$ cat config.mk
export PLATFORM = sky130hd
export DESIGN_NAME = imem_loader
export DESIGN_NICKNAME = d
export VERILOG_FILES = /design/src/rtl/imem_loader_pkg.sv /design/src/rtl/word_pack.sv /design/src/rtl/imem_loader.sv
export SDC_FILE = /design/constraint.sdc
export NUM_CORES = 1
export LEC_CHECK = 0
export CAP_MARGIN = 30
export CORE_ASPECT_RATIO = 0.6
export CORE_UTILIZATION = 25
export CTS_CLUSTER_SIZE = 40
export DETAILED_ROUTE_END_ITERATION = 7
export HOLD_SLACK_MARGIN = 0.15
export PLACE_DENSITY = 0.53
export SLEW_MARGIN = 10
export SYNTH_ARGS = -nofsm -noshare
export SYNTH_HDL_FRONTEND = slang
export SYNTH_SLANG_ARGS = --single-unit
$ cat constraint.sdc
create_clock -name CLK -period 2.8 [get_ports CLK]
set_input_delay 0.42 -clock CLK [delete_from_list [all_inputs] [get_ports CLK]]
set_output_delay 0.42 -clock CLK [all_outputs]
set_load 0.01 [all_outputs]
$ cat src/rtl/imem_loader_pkg.sv
// Shared types and defaults for the boot-time instruction-memory loader.
package imem_loader_pkg;

  localparam int unsigned IM_ADDR_W_DEF  = 16;
  localparam int unsigned IM_DEPTH_DEF   = 1024;
  localparam int unsigned BYTES_PER_WORD = 4;
  localparam int unsigned PHASE_W        = $clog2(BYTES_PER_WORD);

  typedef enum logic [2:0] {
    S_CNT_HI,
    S_CNT_LO,
    S_DATA,
    S_CSUM,
    S_RUN,
    S_ERR
  } state_e;

endpackage

$ cat src/rtl/word_pack.sv
// Assembles four stream bytes, MSB first, into one big-endian 32-bit word.
module word_pack
  import imem_loader_pkg::*;
(
  input  logic        clk,
  input  logic        rst_n,
  input  logic        byte_valid_i,
  input  logic [7:0]  byte_i,
  output logic        word_done_o,
  output logic [31:0] word_o
);

  logic [PHASE_W-1:0] phase_q;
  // The fourth byte is taken straight from the input, so only three are stored.
  logic [23:0]        shift_q;

  // NOTE: sequential state uses non-blocking assignments so every register
  // samples the pre-edge values of its neighbours.
  always_ff @(posedge clk or negedge rst_n) begin
    if (!rst_n) begin
      phase_q <= '0;
      shift_q <= '0;
    end else if (byte_valid_i) begin
      phase_q <= phase_q + PHASE_W'(1);
      shift_q <= {shift_q[15:0], byte_i};
    end
  end

  assign word_done_o = byte_valid_i && (phase_q == PHASE_W'(BYTES_PER_WORD - 1));
  assign word_o      = {shift_q, byte_i};

endmodule

$ cat src/rtl/imem_loader.sv
// Byte-stream boot loader: writes N words into instruction memory, verifies
// an XOR checksum and only then releases the core from reset.
module imem_loader
  import imem_loader_pkg::*;
#(
  parameter int unsigned IM_ADDR_W = IM_ADDR_W_DEF,
  parameter int unsigned IM_DEPTH  = IM_DEPTH_DEF
) (
  input  logic                 CLK,
  input  logic                 RST_F,
  input  logic [7:0]           byte_in,
  input  logic                 byte_valid,
  output logic                 byte_ready,
  output logic                 im_we,
  output logic [IM_ADDR_W-1:0] im_waddr,
  output logic [31:0]          im_wdata,
  output logic                 core_rst_f,
  output logic                 load_done,
  output logic                 load_err
);

  // One extra bit so a count of exactly 2^IM_ADDR_W words is representable.
  localparam int unsigned IDX_W = IM_ADDR_W + 1;

  state_e               state_q;
  logic [15:0]          cnt_q;
  logic [IDX_W-1:0]     idx_q;
  logic [7:0]           csum_q;
  logic                 byte_ready_q;
  logic                 im_we_q;
  logic [IM_ADDR_W-1:0] im_waddr_q;
  logic [31:0]          im_wdata_q;
  logic                 core_rst_f_q;
  logic                 load_done_q;
  logic                 load_err_q;

  logic                 fire;
  logic                 data_fire;
  logic                 word_done;
  logic [31:0]          word;
  logic [15:0]          hdr_cnt;
  logic [IDX_W-1:0]     idx_inc;

  assign fire      = byte_valid && byte_ready_q;
  assign data_fire = fire && (state_q == S_DATA);
  assign hdr_cnt   = {cnt_q[15:8], byte_in};
  assign idx_inc   = idx_q + IDX_W'(1);

  word_pack u_word_pack (
    .clk          (CLK),
    .rst_n        (RST_F),
    .byte_valid_i (data_fire),
    .byte_i       (byte_in),
    .word_done_o  (word_done),
    .word_o       (word)
  );

  always_ff @(posedge CLK or negedge RST_F) begin
    if (!RST_F) begin
      state_q      <= S_CNT_HI;
      cnt_q        <= '0;
      idx_q        <= '0;
      csum_q       <= '0;
      byte_ready_q <= 1'b1;
      im_we_q      <= 1'b0;
      im_waddr_q   <= '0;
      im_wdata_q   <= '0;
      core_rst_f_q <= 1'b0;
      load_done_q  <= 1'b0;
      load_err_q   <= 1'b0;
    end else begin
      im_we_q <= 1'b0;
      case (state_q)
        S_CNT_HI: if (fire) begin
          cnt_q[15:8] <= byte_in;
          state_q     <= S_CNT_LO;
        end
        S_CNT_LO: if (fire) begin
          cnt_q[7:0] <= byte_in;
          if (32'(hdr_cnt) > IM_DEPTH) begin
            state_q      <= S_ERR;
            byte_ready_q <= 1'b0;
            load_err_q   <= 1'b1;
          end else if (hdr_cnt == 16'd0) begin
            state_q <= S_CSUM;
          end else begin
            state_q <= S_DATA;
          end
        end
        S_DATA: if (fire) begin
          csum_q <= csum_q ^ byte_in;
          if (word_done) begin
            im_we_q    <= 1'b1;
            im_waddr_q <= idx_q[IM_ADDR_W-1:0];
            im_wdata_q <= word;
            idx_q      <= idx_inc;
            if (idx_inc == IDX_W'(cnt_q)) state_q <= S_CSUM;
          end
        end
        S_CSUM: if (fire) begin
          byte_ready_q <= 1'b0;
          if (byte_in == csum_q) begin
            state_q      <= S_RUN;
            core_rst_f_q <= 1'b1;
            load_done_q  <= 1'b1;
          end else begin
            state_q    <= S_ERR;
            load_err_q <= 1'b1;
          end
        end
        default: ; // S_RUN and S_ERR hold until reset
      endcase
    end
  end

  assign byte_ready = byte_ready_q;
  assign im_we      = im_we_q;
  assign im_waddr   = im_waddr_q;
  assign im_wdata   = im_wdata_q;
  assign core_rst_f = core_rst_f_q;
  assign load_done  = load_done_q;
  assign load_err   = load_err_q;

endmodule
Yosys cells after proc, flatten, opt, wreduce, memory -nomap -nowiden
Cells that the tools add are included.
{"block": "word_totals", "regBits": 122, "in_bits": 11, "output_inout_bits": 53, "elab_cells": 68}
{"block": "classes", "n_addsub": 2, "magnitude_cmp": 1, "n_eq_ne": 14, "mux": 22, "bitwise_logic": 1, "reduce_logical": 15}
{"operator": "$mux W3", "count": 7}
{"operator": "$add A17 B1 Y17 const B", "count": 1}
{"operator": "$eq A17 B16 Y1", "count": 1}
{"operator": "$gt A16 B11 Y1 const B", "count": 1}
{"operator": "$logic_not A16 Y1", "count": 1}
{"operator": "$mux W1", "count": 12}
{"operator": "$ne A2 B2 Y1 const B", "count": 6}
{"operator": "$pmux W3 S4", "count": 1}
{"operator": "$eq A8 B8 Y1", "count": 1}
{"operator": "$xor A8 B8 Y8", "count": 1}
{"operator": "$reduce_and A7 Y1", "count": 1}
{"operator": "$eq A3 B2 Y1 const B", "count": 2}
{"operator": "$reduce_and A2 Y1", "count": 3}
{"operator": "$reduce_and A3 Y1", "count": 2}
{"operator": "$reduce_and A5 Y1", "count": 1}
{"operator": "$ne A2 B1 Y1 const B", "count": 2}
{"operator": "$pmux W1 S2", "count": 2}
{"operator": "$reduce_and A4 Y1", "count": 1}
{"operator": "$reduce_bool A4 Y1", "count": 1}
{"operator": "$eq A3 B1 Y1 const B", "count": 1}
{"operator": "$logic_and A1 B1 Y1", "count": 3}
{"operator": "$logic_not A3 Y1", "count": 1}
{"operator": "$add A2 B1 Y2 const B", "count": 1}
{"operator": "$eq A2 B2 Y1 const B", "count": 1}
{"operator": "$reduce_bool A2 Y1", "count": 1}

Logic depth before layout (Yosys ltp)
{"block": "logic_depth", "depth_word": 6, "depth_mapped": 8, "depth_no_buf": 7}

Cells and area by module
Synthesis repeated with hierarchy kept, for this count alone.
{"block": "hier_totals", "hier_cells": 523, "hier_area_um2": 5652.9}
{"module": "imem_loader", "n_inst": 1, "cells_each": 458, "area_per_inst_um2": 4514.3, "seq_area_each_um2": 2403.6}
{"module": "word_pack", "n_inst": 1, "cells_each": 65, "area_per_inst_um2": 1138.6, "seq_area_each_um2": 650.6}

Least setup slack after synthesis
Ideal clock, no wire load.
{"block": "synth_path", "path_type": "reg-to-reg", "start": "reg idx_q[1]", "end": "reg state_q[0]", "setup_time_ns": 0.080, "t_arrival_ns": 1.890, "required_time_ns": 2.720, "path_slack_ns": 0.830, "stages_incl_launch_ff": 9, "path_buffers": 1, "synth_period_minus_slack_ns": 1.970, "path_cell_list": "dfrtp_1 > ha_1 > clkbuf_1 > inv_1 > nor4_1 > nand2_1 > a2111oi_4 > a31oi_1 > nor3_2"}
{"block": "synth_between", "elab_chain_len": 4}
{"item": "start: declaration", "line_no": "imem_loader.sv:27", "rtl": "logic [IDX_W-1:0] idx_q;"}
{"item": "start signal: assignment", "line_no": "imem_loader.sv:96", "rtl": "idx_q <= idx_inc;"}
{"item": "$add A17 B1 Y17", "line_no": "imem_loader.sv:47", "rtl": "assign idx_inc = idx_q + IDX_W'(1);"}
{"item": "$eq A17 B16 Y1", "line_no": "imem_loader.sv:97", "rtl": "if (idx_inc == IDX_W'(cnt_q)) state_q <= S_CSUM;"}
{"item": "$ne A2 B1 Y1 (no line)"}
{"item": "$reduce_and A7 Y1 (no line)"}
{"item": "end signal: assignment", "line_no": "imem_loader.sv:97"}
{"item": "end signal: assignment", "line_no": "imem_loader.sv:103", "rtl": "state_q <= S_RUN;"}
{"item": "end signal: assignment", "line_no": "imem_loader.sv:107", "rtl": "state_q <= S_ERR;"}
{"item": "end: declaration", "line_no": "imem_loader.sv:25", "rtl": "state_e state_q;"}
Every way passes these cells.
A chain may end at the register's enable or synchronous reset.

Worst setup path in the final report
{"block": "layout_path", "start": "reg idx_q[0]", "end": "reg state_q[0]"}
The elaborated chain is that of the path after synthesis.

==> impl_metrics.py <==
metrics = {
    "floorplanning": {
        "dieArea_um2": 22040,
        "die_height_um": 115.4,
        "ioPinCount": 64,
        "dieWidth_um": 191.0,
        "fp-row-count": 41,
        "core_area_um2": 21030,
        "initial_core_util_pct": 25.47,
    },
    "clock_tree": {
        "postCtsHoldBufs": 1,
        "clock_latency_ns": 0.42,
        "tritoncts": "done",
        "cts_sinks": 122,
        "clkTransAtPathRegs_ns": 0.06,
        "clockRootBuffer": "clkbuf_16",
        "cts_buffer_depth": 2,
        "postCtsSetupBuffers": 0,
        "cts_made_buffers": 17,
        "cts-htree-levels": 4,
        "cts_resized": 0,
    },
    "timing": {
        "rsz0062_at_grt": "no",
        "fin_tns_setup_ns": 0,
        "final-hold-violation-count": 0,
        "period_minus_slack_ns": 2.328,
        "setup_viol_count_final": 0,
        "maxSlewViolCount": 0,
        "clock_skew_ns": 0.009283,
        "finalCritPeriodShare_pct": 83.13,
        "slew_headroom_pct": 51.60,
        "clock.fmax_mhz": 429.6,
        "worstMarginPinSlew_ns": 0.7233,
    },
    "yosys": {
        "yosysSeqAreaShare_pct": 57.01,
        "synth_edf_count": 0,
        "synth_adder_area_share_pct": 0.4671,
        "synthSimpleGateAreaFrac_pct": 14.06,
        "synth_area_um2": 5358,
        "syn-instance-count": 447,
        "synth_warnings": 0,
        "async_flop_share_pct": 100.0,
        "ys_types": 41,
        "avgSynthCellArea_um2": 11.99,
        "synth_compound_area_share_pct": 2.032,
        "synth_top_family_by_area": "simple AND/OR/NAND/NOR gates",
        "synth-seq-cells": 122,
        "synth_xor_area_share_pct": 10.14,
        "synthMuxAreaShare_pct": 13.87,
        "synth.net_count": 460,
        "ys.flop_type": "dfrtp_1",
    },
    "route": {
        "drt-met1-wl_um": 6144,
        "drt_first_pass_iters": 4,
        "drt_iter0_drc": 146,
        "drcViolationCount": 0,
        "met2_length_um": 5230,
        "top_layer": "met4",
        "viasPerCell": 4.413,
        "vias": 3583,
        "routed_wl_um": 12190,
        "wire_per_inst_um": 15.02,
        "wl_met3_um": 692,
        "final_antenna_net_count": 0,
    },
    "cells_and_area": {
        "multi_input_area_um2": 2178,
        "stdcell_count": 812,
        "syn_to_final_growth_pct": 30.01,
        "fin_util_pct": 33.12,
        "regArea_um2": 3054,
        "antennaDiodeCount": 0,
        "drive_gt1_share_pct": 23.64,
        "fin_nets": 533,
        "fillCellCount": 2116,
    },
    "worst_setup_path": {
        "crit_chain": "ha_1 > inv_1 > nor4_1 > nand2_1 > a2111oi_4 > a31oi_1 > nor3_2",
        "critPathMaxFanout": 9,
        "crit_buf_inv": 1,
        "cp_slowest_cell": "dfrtp_1",
        "timing.rr.start": "idx_q[0]",
        "reg2reg_to": "state_q[0]",
        "ff2ff_setup_slack_ns": 0.47,
        "cp_data_required_time_ns": 3.14,
        "endpoint": "state_q[0]",
        "worstSetupEndpointType": "flip-flop",
        "cp-startpoint": "idx_q[0]",
        "max_stage_delay_ns": 0.50,
        "start_kind": "flip-flop",
        "cp.depth": 7,
        "r2r_cells": 7,
        "cp.arrival_ns": 2.66,
        "path_delay_family": "simple AND/OR/NAND/NOR gates",
        "crit_type": "flip-flop to flip-flop",
    },
    "placement": {
        "place_congestion": 0.8410,
        "dpl.hpwl_um": 8476,
        "io_buffers": 63,
        "dp_cells": 778,
    },
    "global_route": {
        "grt_overflow": 0,
        "grt_pass1_vias": 3786,
        "track_usage_pct": 12.19,
        "antenna_found_initial": 0,
        "grt_pass1_wl_um": 20420,
        "grt_max_degree": 123,
    },
    "pwr": {
        "p_leak_nw": 3.213,
        "power_w": 0.004092,
        "power_density_nw_per_um2": 587.5,
        "irDropWorstVdd_mv": 0.4235,
    },
    "worst_hold_path": {
        "hold_class": "flip-flop to flip-flop",
    },
    "flow_run": {
        "drv_cap": 0,
    },
    "status": {
        "outcome": "finished clean",
    },
}
-- how the worst min path moves through the flow --
stage | start | to | cells after the start
after floorplan | RST_F | cnt_q[0] | 0
after global placement | u_word_pack.phase_q[1] | u_word_pack.phase_q[1] | 2
after detailed placement | u_word_pack.shift_q[19] | u_word_pack.shift_q[19] | 2
after CTS | u_word_pack.shift_q[23] | u_word_pack.shift_q[23] | 2
after global routing | u_word_pack.phase_q[1] | u_word_pack.phase_q[1] | 2
final | u_word_pack.phase_q[1] | u_word_pack.phase_q[1] | 2
-- tightest hold or removal path, stage by stage (launching register included) --
cell and delay [ns]:
dfrtp_1 0.34, nand2_1 0.05, nand2_1 0.05
-- power breakdown --
group	internal, W	total (W)	switching, W
registers	0.00176	0.00176	0
clock network	0.00138	0.00225	0.000863
logic	0.0000280	0.0000812	0.0000532
total	0.00318	0.00409	0.000917
-- through the flow --
stage	worst slack (ns)	hold slack [ns]	cell area [um^2]
after floorplan	0.8298	0.1244	5358
after global placement	0.3259	0.4618	6331
after detailed placement	0.3409	0.4650	6331
after CTS	0.4644	0.4835	6950
after global routing	0.2913	0.5132	6965
final	0.4723	0.4801	6965
-- cell type report --
cell class,count,area share (%)
Sequential cell,122,43.85
Clock buffer,19,6.503
Tap cell,279,5.012
Clock inverter,13,2.245
Timing Repair Buffer,78,10.96
Multi-Input combinational cell,298,31.27
Inverter,3,0.1617
-- Yosys cell counts, types with 3 or more instances --
cell type | count | share of area (%)
dfrtp_1 | 121 | 57
nand2_1 | 93 | 6.5
mux2_2 | 66 | 14
xnor2_1 | 50 | 8.2
buf_2 | 13 | 1.2
xor2_1 | 12 | 2.0
nand3_1 | 11 | 1.0
nand4_1 | 10 | 1.2
nor3_1 | 10 | 0.93
nor2_1 | 8 | 0.56
clkbuf_1 | 7 | 0.49
nor4_1 | 6 | 0.70
a21oi_1 | 3 | 0.28
buf_4 | 3 | 0.42
inv_1 | 3 | 0.21
-- metal layers --
| metal | vias to the layer above | track usage (%) |
|---|---|---|
| li1 | 1683 | - |
| met5 | - | 0 |
| met3 | 12 | 4.212 |
| met2 | 86 | 17.46 |
| met1 | 1802 | 16.96 |
| met4 | 0 | 4.267 |
-- placed cells by master (no fill, tap or decap), types with 2 or more instances in the layout --
cell,n
dfrtp_1,121
nand2_1,93
mux2_2,66
clkdlybuf4s50_1,62
xnor2_1,50
clkbuf_16,17
buf_4,13
xor2_1,12
nand3_1,11
nand4_1,10
nor3_1,9
nor2_1,8
nor4_1,6
inv_6,5
inv_1,3
a21oi_1,3
nand2b_1,2
nor4_4,2
nor3_2,2
or2_2,2
a41oi_1,2
ha_1,2
clkbuf_8,2
bufinv_16,2
clkinv_4,2
inv_8,2
-- cell families after synthesis --
| kind of cell | Yosys count |
|---|---|
| compound gates | 13 |
| simple gates | 155 |
| xor+xnor | 62 |
| buf+inv | 27 |
| flops | 122 |
| fa+ha+maj | 2 |
| mux | 66 |
-- flip-flops by register name, indices dropped and copies added (netlist names) --
register and count:
im_wdata 32, u_word_pack.shift_q 24, idx_q 17, cnt_q 16, im_waddr 16, csum_q 8
state_q 3, u_word_pack.phase_q 2, byte_ready 1, im_we 1, load_done 1, load_err 1
(Power assumes the default switching activity.)
